--- src/rtl/mem_access_ctrl.sv ---
// -----------------------------------------------------------------------------
// mem_access_ctrl
//
// Sequences the MEM stage of the core. A load or store coming out of EX/MEM is
// turned into exactly one bus transaction using a req/ack handshake. The
// pipeline is held until that transaction completes. This block also produces:
//   - byte enables,
//   - store lane replication,
//   - load byte/half extraction with sign or zero extension.
// It reports misaligned accesses, illegal widths, bus errors and timeouts to
// the exception logic.
//
// State flow: IDLE -> REQ -> DONE -> IDLE. Checks that fail in IDLE go
// straight to DONE without issuing a bus cycle. DONE is a single cycle with
// stall released, so the pipeline can retire the finished instruction.
//
// Parameters
//   TIMEOUT        cycles allowed in REQ before the access is abandoned
//                  (0 disables the timeout)
//
// Ports
//   clk_i          core clock
//   rst_n_i        asynchronous active-low reset
//   mem_read_i     load request
//   mem_write_i    store request (wins if both are set)
//   funct3_i       width/sign: 000 B, 001 H, 010 W, 100 BU, 101 HU
//   addr_i         effective byte address
//   wdata_i        store data, low-aligned
//   flush_i        kill the current MEM instruction
//   stall_o        hold IF..MEM stages
//   rdata_o        extended load result (holds between pulses)
//   rdata_valid_o  one-cycle pulse, rdata_o updated
//   misalign_o     one-cycle pulse, misaligned access, no bus cycle
//   fault_o        one-cycle pulse, illegal funct3, bus error or timeout
//   bus_req_o      bus request, held until ack/err/timeout
//   bus_we_o       1 = write
//   bus_addr_o     word-aligned address
//   bus_wdata_o    lane-replicated store data
//   bus_be_o       byte enables
//   bus_ack_i      transaction complete, bus_rdata_i valid this cycle
//   bus_err_i      transaction failed (same timing as ack)
//   bus_rdata_i    read data word
// -----------------------------------------------------------------------------
module mem_access_ctrl #(
  parameter int TIMEOUT = 255
) (
  input  logic        clk_i,
  input  logic        rst_n_i,
  input  logic        mem_read_i,
  input  logic        mem_write_i,
  input  logic [2:0]  funct3_i,
  input  logic [31:0] addr_i,
  input  logic [31:0] wdata_i,
  input  logic        flush_i,
  output logic        stall_o,
  output logic [31:0] rdata_o,
  output logic        rdata_valid_o,
  output logic        misalign_o,
  output logic        fault_o,
  output logic        bus_req_o,
  output logic        bus_we_o,
  output logic [31:0] bus_addr_o,
  output logic [31:0] bus_wdata_o,
  output logic [3:0]  bus_be_o,
  input  logic        bus_ack_i,
  input  logic        bus_err_i,
  input  logic [31:0] bus_rdata_i
);

  // The counter must be able to hold TIMEOUT itself. It needs at least 1 bit.
  localparam int CNT_W = (TIMEOUT <= 1) ? 1 : $clog2(TIMEOUT + 1);
  localparam logic [CNT_W-1:0] TO_CNT = CNT_W'(TIMEOUT);

  typedef enum logic [1:0] {
    ST_IDLE = 2'd0,
    ST_REQ  = 2'd1,
    ST_DONE = 2'd2
  } state_t;

  state_t           state_q, state_d;
  logic [CNT_W-1:0] cnt_q, cnt_d;
  logic             kill_q, kill_d;
  logic [2:0]       f3_q, f3_d;
  logic [1:0]       off_q, off_d;
  logic             req_q, req_d;
  logic             we_q, we_d;
  logic [31:0]      addr_q, addr_d;
  logic [31:0]      wdata_q, wdata_d;
  logic [3:0]       be_q, be_d;
  logic [31:0]      rdata_q, rdata_d;
  logic             vld_q, vld_d;
  logic             fault_q, fault_d;
  logic             mis_q, mis_d;

  logic             access;
  logic             illegal;
  logic             misaligned;
  logic             timeout;
  logic             kill_now;

  // ---------------------------------------------------------------------------
  // Lane helpers
  // ---------------------------------------------------------------------------
  function automatic logic [3:0] byte_en(input logic [2:0] f3, input logic [1:0] off);
    logic [3:0] be;
    case (f3[1:0])
      2'b00:   be = 4'b0001 << off;
      2'b01:   be = 4'b0011 << off;
      default: be = 4'b1111;
    endcase
    return be;
  endfunction

  function automatic logic [31:0] store_rep(input logic [2:0] f3, input logic [31:0] d);
    logic [31:0] r;
    case (f3[1:0])
      2'b00:   r = {4{d[7:0]}};
      2'b01:   r = {2{d[15:0]}};
      default: r = d;
    endcase
    return r;
  endfunction

  function automatic logic [31:0] load_ext(input logic [31:0] w, input logic [2:0] f3,
                                           input logic [1:0] off);
    logic [7:0]  b;
    logic [15:0] h;
    logic [31:0] r;
    case (off)
      2'd0:    b = w[7:0];
      2'd1:    b = w[15:8];
      2'd2:    b = w[23:16];
      default: b = w[31:24];
    endcase
    h = off[1] ? w[31:16] : w[15:0];
    case (f3)
      3'b000:  r = {{24{b[7]}}, b};
      3'b001:  r = {{16{h[15]}}, h};
      3'b100:  r = {24'd0, b};
      3'b101:  r = {16'd0, h};
      default: r = w;
    endcase
    return r;
  endfunction

  // ---------------------------------------------------------------------------
  // Request decode (only meaningful in IDLE)
  // ---------------------------------------------------------------------------
  assign access = mem_read_i | mem_write_i;

  always_comb begin
    illegal = 1'b0;
    if (mem_write_i) begin
      illegal = !(funct3_i == 3'b000 || funct3_i == 3'b001 || funct3_i == 3'b010);
    end else begin
      illegal = (funct3_i == 3'b011 || funct3_i == 3'b110 || funct3_i == 3'b111);
    end
  end

  // Half-word: H and HU share funct3[1:0] = 01. An illegal width takes
  // priority over misalignment, so the encodings overlapping here do not matter.
  assign misaligned = ((funct3_i[1:0] == 2'b01) && addr_i[0]) ||
                      ((funct3_i == 3'b010) && (addr_i[1:0] != 2'b00));

  // cnt_q counts REQ cycles, including the current one.
  assign timeout = (TIMEOUT != 0) && (cnt_q == TO_CNT);

  // ---------------------------------------------------------------------------
  // Next-state and output logic
  // ---------------------------------------------------------------------------
  always_comb begin
    state_d  = state_q;
    cnt_d    = cnt_q;
    kill_d   = kill_q;
    f3_d     = f3_q;
    off_d    = off_q;
    req_d    = req_q;
    we_d     = we_q;
    addr_d   = addr_q;
    wdata_d  = wdata_q;
    be_d     = be_q;
    rdata_d  = rdata_q;
    vld_d    = 1'b0;
    fault_d  = 1'b0;
    mis_d    = 1'b0;
    stall_o  = 1'b0;
    kill_now = 1'b0;

    case (state_q)
      ST_IDLE: begin
        if (access && !flush_i) begin
          stall_o = 1'b1;
          if (illegal) begin
            fault_d = 1'b1;
            state_d = ST_DONE;
          end else if (misaligned) begin
            mis_d   = 1'b1;
            state_d = ST_DONE;
          end else begin
            we_d    = mem_write_i;
            f3_d    = funct3_i;
            off_d   = addr_i[1:0];
            addr_d  = {addr_i[31:2], 2'b00};
            be_d    = byte_en(funct3_i, addr_i[1:0]);
            wdata_d = store_rep(funct3_i, wdata_i);
            req_d   = 1'b1;
            cnt_d   = CNT_W'(1);
            kill_d  = 1'b0;
            state_d = ST_REQ;
          end
        end
      end

      ST_REQ: begin
        stall_o = 1'b1;
        // A flush in the completion cycle itself also has to suppress the result.
        kill_now = kill_q | flush_i;
        if (flush_i) begin
          kill_d = 1'b1;
        end
        // err beats ack, and ack beats the timeout.
        if (bus_err_i) begin
          req_d   = 1'b0;
          fault_d = !kill_now;
          state_d = ST_DONE;
        end else if (bus_ack_i) begin
          req_d   = 1'b0;
          if (!we_q && !kill_now) begin
            vld_d   = 1'b1;
            rdata_d = load_ext(bus_rdata_i, f3_q, off_q);
          end
          state_d = ST_DONE;
        end else if (timeout) begin
          req_d   = 1'b0;
          fault_d = !kill_now;
          state_d = ST_DONE;
        end else begin
          cnt_d = cnt_q + CNT_W'(1);
        end
      end

      ST_DONE: begin
        // Request inputs still belong to the retiring instruction, so ignore them.
        kill_d  = 1'b0;
        cnt_d   = '0;
        state_d = ST_IDLE;
      end

      default: begin
        state_d = ST_IDLE;
      end
    endcase
  end

  // ---------------------------------------------------------------------------
  // State and output registers
  // ---------------------------------------------------------------------------
  always_ff @(posedge clk_i or negedge rst_n_i) begin
    if (!rst_n_i) begin
      state_q <= ST_IDLE;
      cnt_q   <= '0;
      kill_q  <= 1'b0;
      f3_q    <= 3'd0;
      off_q   <= 2'd0;
      req_q   <= 1'b0;
      we_q    <= 1'b0;
      addr_q  <= 32'd0;
      wdata_q <= 32'd0;
      be_q    <= 4'd0;
      rdata_q <= 32'd0;
      vld_q   <= 1'b0;
      fault_q <= 1'b0;
      mis_q   <= 1'b0;
    end else begin
      state_q <= state_d;
      cnt_q   <= cnt_d;
      kill_q  <= kill_d;
      f3_q    <= f3_d;
      off_q   <= off_d;
      req_q   <= req_d;
      we_q    <= we_d;
      addr_q  <= addr_d;
      wdata_q <= wdata_d;
      be_q    <= be_d;
      rdata_q <= rdata_d;
      vld_q   <= vld_d;
      fault_q <= fault_d;
      mis_q   <= mis_d;
    end
  end

  assign bus_req_o     = req_q;
  assign bus_we_o      = we_q;
  assign bus_addr_o    = addr_q;
  assign bus_wdata_o   = wdata_q;
  assign bus_be_o      = be_q;
  assign rdata_o       = rdata_q;
  assign rdata_valid_o = vld_q;
  assign fault_o       = fault_q;
  assign misalign_o    = mis_q;

endmodule

--- config.mk ---
export PLATFORM = sky130hd
export DESIGN_NAME = mem_access_ctrl
export DESIGN_NICKNAME = d
export VERILOG_FILES = /design/src/rtl/mem_access_ctrl.sv
export SDC_FILE = /design/constraint.sdc
export NUM_CORES = 1
export LEC_CHECK = 0
export ABC_CLOCK_PERIOD_IN_PS = 2700
export BUFFER_PORTS_ARGS = -buffer_cell sky130_fd_sc_hd__buf_4
export CAP_MARGIN = 30
export CORE_UTILIZATION = 30
export CTS_BUF_LIST = sky130_fd_sc_hd__clkbuf_4 sky130_fd_sc_hd__clkbuf_8
export DETAILED_ROUTE_END_ITERATION = 7
export PLACE_DENSITY_LB_ADDON = 0.12
export SYNTH_ARGS = -nofsm -noshare
export SYNTH_HDL_FRONTEND = slang
export SYNTH_SLANG_ARGS = --single-unit
--- constraint.sdc ---
create_clock -name clk_i -period 2.7 [get_ports clk_i]
set_input_delay 0.27 -clock clk_i [delete_from_list [all_inputs] [get_ports clk_i]]
set_output_delay 0.27 -clock clk_i [all_outputs]
set_load 0.005 [all_outputs]
# == Yosys cells after proc, flatten, opt, wreduce, memory -nomap -nowiden ==
# Index checks and enable logic that the tools add are counted.
# op_classes
addsub,1
eq_ne,22
shift,2
muxes,48
bitwise_logic,5
reduce_logical,27
# ops
cell,n
$pmux 32 s4,1
$pmux 32 s2,1
$mux 8,6
$pmux 8 s3,2
$mux 1,25
$mux 16,1
$ne 2x2->1 const B,7
$eq 3x3->1 const B,4
$mux 2,6
$reduce_and 5->1,2
$add 8x1->8 const B,1
$eq 8x8->1 const B,1
$pmux 4 s2,1
$reduce_and 4->1,2
$reduce_and 7->1,1
$eq 2x1->1 const B,3
$eq 3x1->1 const B,2
$eq 3x2->1 const B,2
$logic_not 2->1,3
$logic_not 3->1,2
$pmux 1 s2,3
$logic_or 1x1->1,5
$eq 2x2->1 const B,2
$logic_and 1x1->1,4
other kinds (11),18
# totals
register_bits,119
in_bits,106
output_inout_bits,106
elab_cells,119

# == Depth between registers and ports, before layout ==
# depth
word_depth,8
mapped_depth,9
depth_no_buf,7

# == Least setup slack after synthesis ==
# No wires, ideal clock.
# synth_timing
kind,reg2reg
startpoint,register state_q[0]
endpoint,register cnt_q[7]
setup_time_ns,0.069
arrival_time_ns,2.304
required_ns,2.631
slack_ns,0.327
path_stages_with_launch,10
path_buffers,2
synth_period_minus_slack_ns,2.373
cell_sequence,dfrtp_1 > inv_1 > ha_1 > clkbuf_1 > o41a_1 > a221o_1 > buf_6 > or4_4 > or4_1 > nand3_1
# synth_via
elab_chain_cells,3
elab_cells_between_ends,12
classes_between,8 x eq/ne; 1 x mux; 3 x reduce/logical
# synth_lines
item,line,rtl
from (decl),80,"state_t state_q, state_d;"
from (signal assigned),275,state_q <= state_d;
$eq 2x1->1 (tied with other cells),189,case (state_q)
$ne 2x2->1 (no source line) / $reduce_bool 3->1 (equally long branches),--,
$reduce_and 7->1 (no source line),--,
to (signal assigned),276,cnt_q <= cnt_d;
to (decl),81,"logic [CNT_W-1:0] cnt_q, cnt_d;"
# Parallel ways exist; a longest one is shown, timed or not.
# A chain may end at the register's enable or synchronous reset.

# == Worst setup path after layout ==
# layout_timing
startpoint,register state_q[0]
endpoint,register cnt_q[4]
# The elaborated chain is that of the path after synthesis.

==> flow_summary.yaml <==
cts:
  root_buffer: "clkbuf_8"
  htree_levels: 4
  cts_tree: "yes"
  cts_setup_buffers: 0
  clockBufferDepth: 2
  clock_sinks: 119
  insertion_delay_ps: 450
  postCtsResizedCells: 0
  clk_pin_slew_ps: 80
  cts_hold_buf: 1
  cts_made_buffers: 17
timing:
  maxSlewHeadroom: 0.543
  worst_slew_pin_slew_ps: 685
  setup_viol: 0
  finalCriticalPeriod_ps: 2390
  final.setup.worst_slack_ps: 312
  fmax_mhz: 419
  rsz0062_at_grt: "no"
  final.setup.tns_ps: 0
  fin_crit_sh: 0.884
  slew_violations: 0
  finClkSkew_ps: 13.2
  hold_viol_final: 0
cells_and_area:
  nNetsFinal: 855
  utilization: 0.432
  antenna_cells: 0
  drive_above_1_share: 0.401
  area_growth_pct: 40.3
  final_area_sq_um: 7790
power_and_ir_drop:
  p_per_area_nw_per_um2: 956
  comb_power_share: 0.385
  p_clk_frac: 0.207
  p_int_w: 0.00494
  peakVddDrop_uv: 425
  sequentialPowerShare: 0.408
  power_w: 0.00744
  p_sw_w: 0.00251
  p_leak_nw: 3.88
  p_sw_frac: 0.337
min_path:
  whs_endpoint: "bus_addr_o[24]$_DFFE_PN0P_"
  min-delay-start: "addr_i[24]"
  hold_depth: 2
  hold_class: "in2reg"
critical_path:
  crit_fanout: 9
  critPathRequiredTime_ps: 3080
  rr_startpoint: "state_q[0]$_DFFE_PN0P_"
  reg2reg_slack_ps: 310
  r2r-end: "cnt_q[4]$_DFFE_PN0P_"
  rr_worst_depth: 8
  worst_ep_arrival_time_ps: 2770
  setup.worst_path.end_class: "register"
  critPathKind: "reg2reg"
  timing.critical_path.from: "state_q[0]$_DFFE_PN0P_"
  start_kind: "register"
global_route:
  grt_remaining_overflow: 0
  antenna_found_initial: 0
  grt_pass1_wl_um: 26200
  grt_pass1_vias: 5046
  grt_max_degree: 71
  track_usage: 0.174
logic_synthesis:
  syn-instance-count: 537
  yosysWarnings: 0
  synth-seq-cells: 119
  syn_avg_cell_area_sq_um: 10.3
  yosysUniqueCellTypes: 45
  synth_edf_count: 0
  ys_seq_area_frac: 0.537
  async_flop_share: 1.00
  synth_flop_cell: "dfrtp_1"
  syn_area_sq_um: 5550
run:
  max_cap_viol_count: 0
place:
  routabilityCongestion: 0.842
  io_buffers: 209
  postPlaceCellArea_sq_um: 7400
  hpwl_um: 11700
  dp_slack_ps: 330
floorplanning:
  dieArea_sq_um: 19000
  fp.dieH_um: 138
  die_w_um: 138
  row_count: 49
  start_util: 0.308
  core_sq_um: 18000
  ioPinCount: 212
detailed_routing:
  routedWlPerCell_um: 16.1
  firstDrtPassIters: 4
  routed_via_density: 4.88
  wl_um: 15900
  drt_iter0_markers: 243
  drc_errors: 0
  antenna_left: 0
  dr_total_vias: 4818
status:
  status: "completed"
layer usage:
layer / part of all wire / up-vias / GRT usage
met2: 0.48 / 200 / 0.285
met3: 0.10 / 24 / 0.0779
li1: - / 2305 / -
met4: 0.019 / 0 / 0.0694
met5: 0 / - / 0
met1: 0.40 / 2289 / 0.196
flip-flops by register name (all words and copies together) (netlist names), 2 cells and up:
| name | flops |
|---|---|
| bus_addr_o | 30 |
| bus_be_o | 4 |
| bus_wdata_o | 32 |
| cnt_q | 8 |
| f3_q | 3 |
| off_q | 2 |
| rdata_o | 32 |
| state_q | 2 |
worst max-delay path: stages (launching register included):
cell	delay, ps
dfrtp_1	400
inv_1	80
ha_1	330
o41a_1	170
a221o_1	340
buf_4	180
or3_1	420
o31ai_1	250
a22o_1	150
layout make-up:
class	instances	area, sq um
timing repair buffer	225	1730
clock inverter	14	125
clock buffer	18	248
inverter	11	41.3
sequential	119	2980
fill	1815	10200
multi-input combinational	371	2380
tap	229	287
stage by stage:
step	instances	hold WS, ps
6_report	987	40.1
5_1_grt	987	14.2
3_3_place_gp	954	342
4_1_cts	987	11.8
2_1_floorplan	538	-25.6
3_5_place_dp	954	352
logic make-up after synthesis:
kind of cell             count (synthesis)  synth area share
AND/OR/NAND/NOR                        147             0.120
adder cells (fa/ha/maj)                  4           0.00902
buffers and inverters                   48            0.0365
multiplexers                            78             0.153
other                                    1          0.000676
flip-flops                             119             0.537
AO/OA/AOI/OAI                          140             0.145
how the worst max path moves through the flow:
stage | endpoint | slack [ps] | cells past startpoint
after floorplan | cnt_q[7]$_DFFE_PN0P_ | 330 | 9
after global placement | cnt_q[7]$_DFFE_PN0P_ | 410 | 7
after detailed placement | cnt_q[4]$_DFFE_PN0P_ | 330 | 8
after CTS | cnt_q[4]$_DFFE_PN0P_ | 310 | 8
after global routing | cnt_q[3]$_DFFE_PN0P_ | 160 | 8
final | cnt_q[4]$_DFFE_PN0P_ | 310 | 8
cells in the final DEF (no fill, tap or decap), types with 11 or more instances in the layout:
| cell | synthesis | final |
|---|---|---|
| nor2_1 | 42 | 42 |
| mux2_2 | 43 | 43 |
| a21oi_1 | 56 | 56 |
| nand2_1 | 64 | 63 |
| inv_1 | 11 | 11 |
| clkbuf_8 | 0 | 18 |
| o21ai_0 | 49 | 49 |
| buf_4 | 2 | 221 |
| dfrtp_1 | 119 | 119 |
| mux2i_1 | 34 | 34 |
cells in the mapped netlist, types with 3 or more instances:
cell type / n / share of area
o22ai_1: 8 / 0.0090
mux2i_1: 34 / 0.061
nand2_1: 64 / 0.043
clkbuf_1: 31 / 0.021
a221o_1: 3 / 0.0054
ha_1: 4 / 0.0090
a211o_1: 7 / 0.011
nor3b_1: 9 / 0.012
dfrtp_1: 119 / 0.54
mux2_2: 43 / 0.087
nand3_1: 8 / 0.0072
inv_1: 11 / 0.0074
a21oi_1: 56 / 0.051
o21ai_0: 49 / 0.044
nor2_1: 42 / 0.028
and3_1: 8 / 0.0090
power by group through the flow:
stage / Sequential (W) / Clock (W) / Combinational, W
3_3_place_gp: 0.00304 / 0 / 0.00288
6_report: 0.00303 / 0.00154 / 0.00287
4_1_cts: 0.00305 / 0.00160 / 0.00292
3_5_place_dp: 0.00306 / 0 / 0.00292
2_1_floorplan: 0.00299 / 0 / 0.00130
5_1_grt: 0.00314 / 0.00168 / 0.00318
Note: power is estimated with default switching activity, not from simulation.
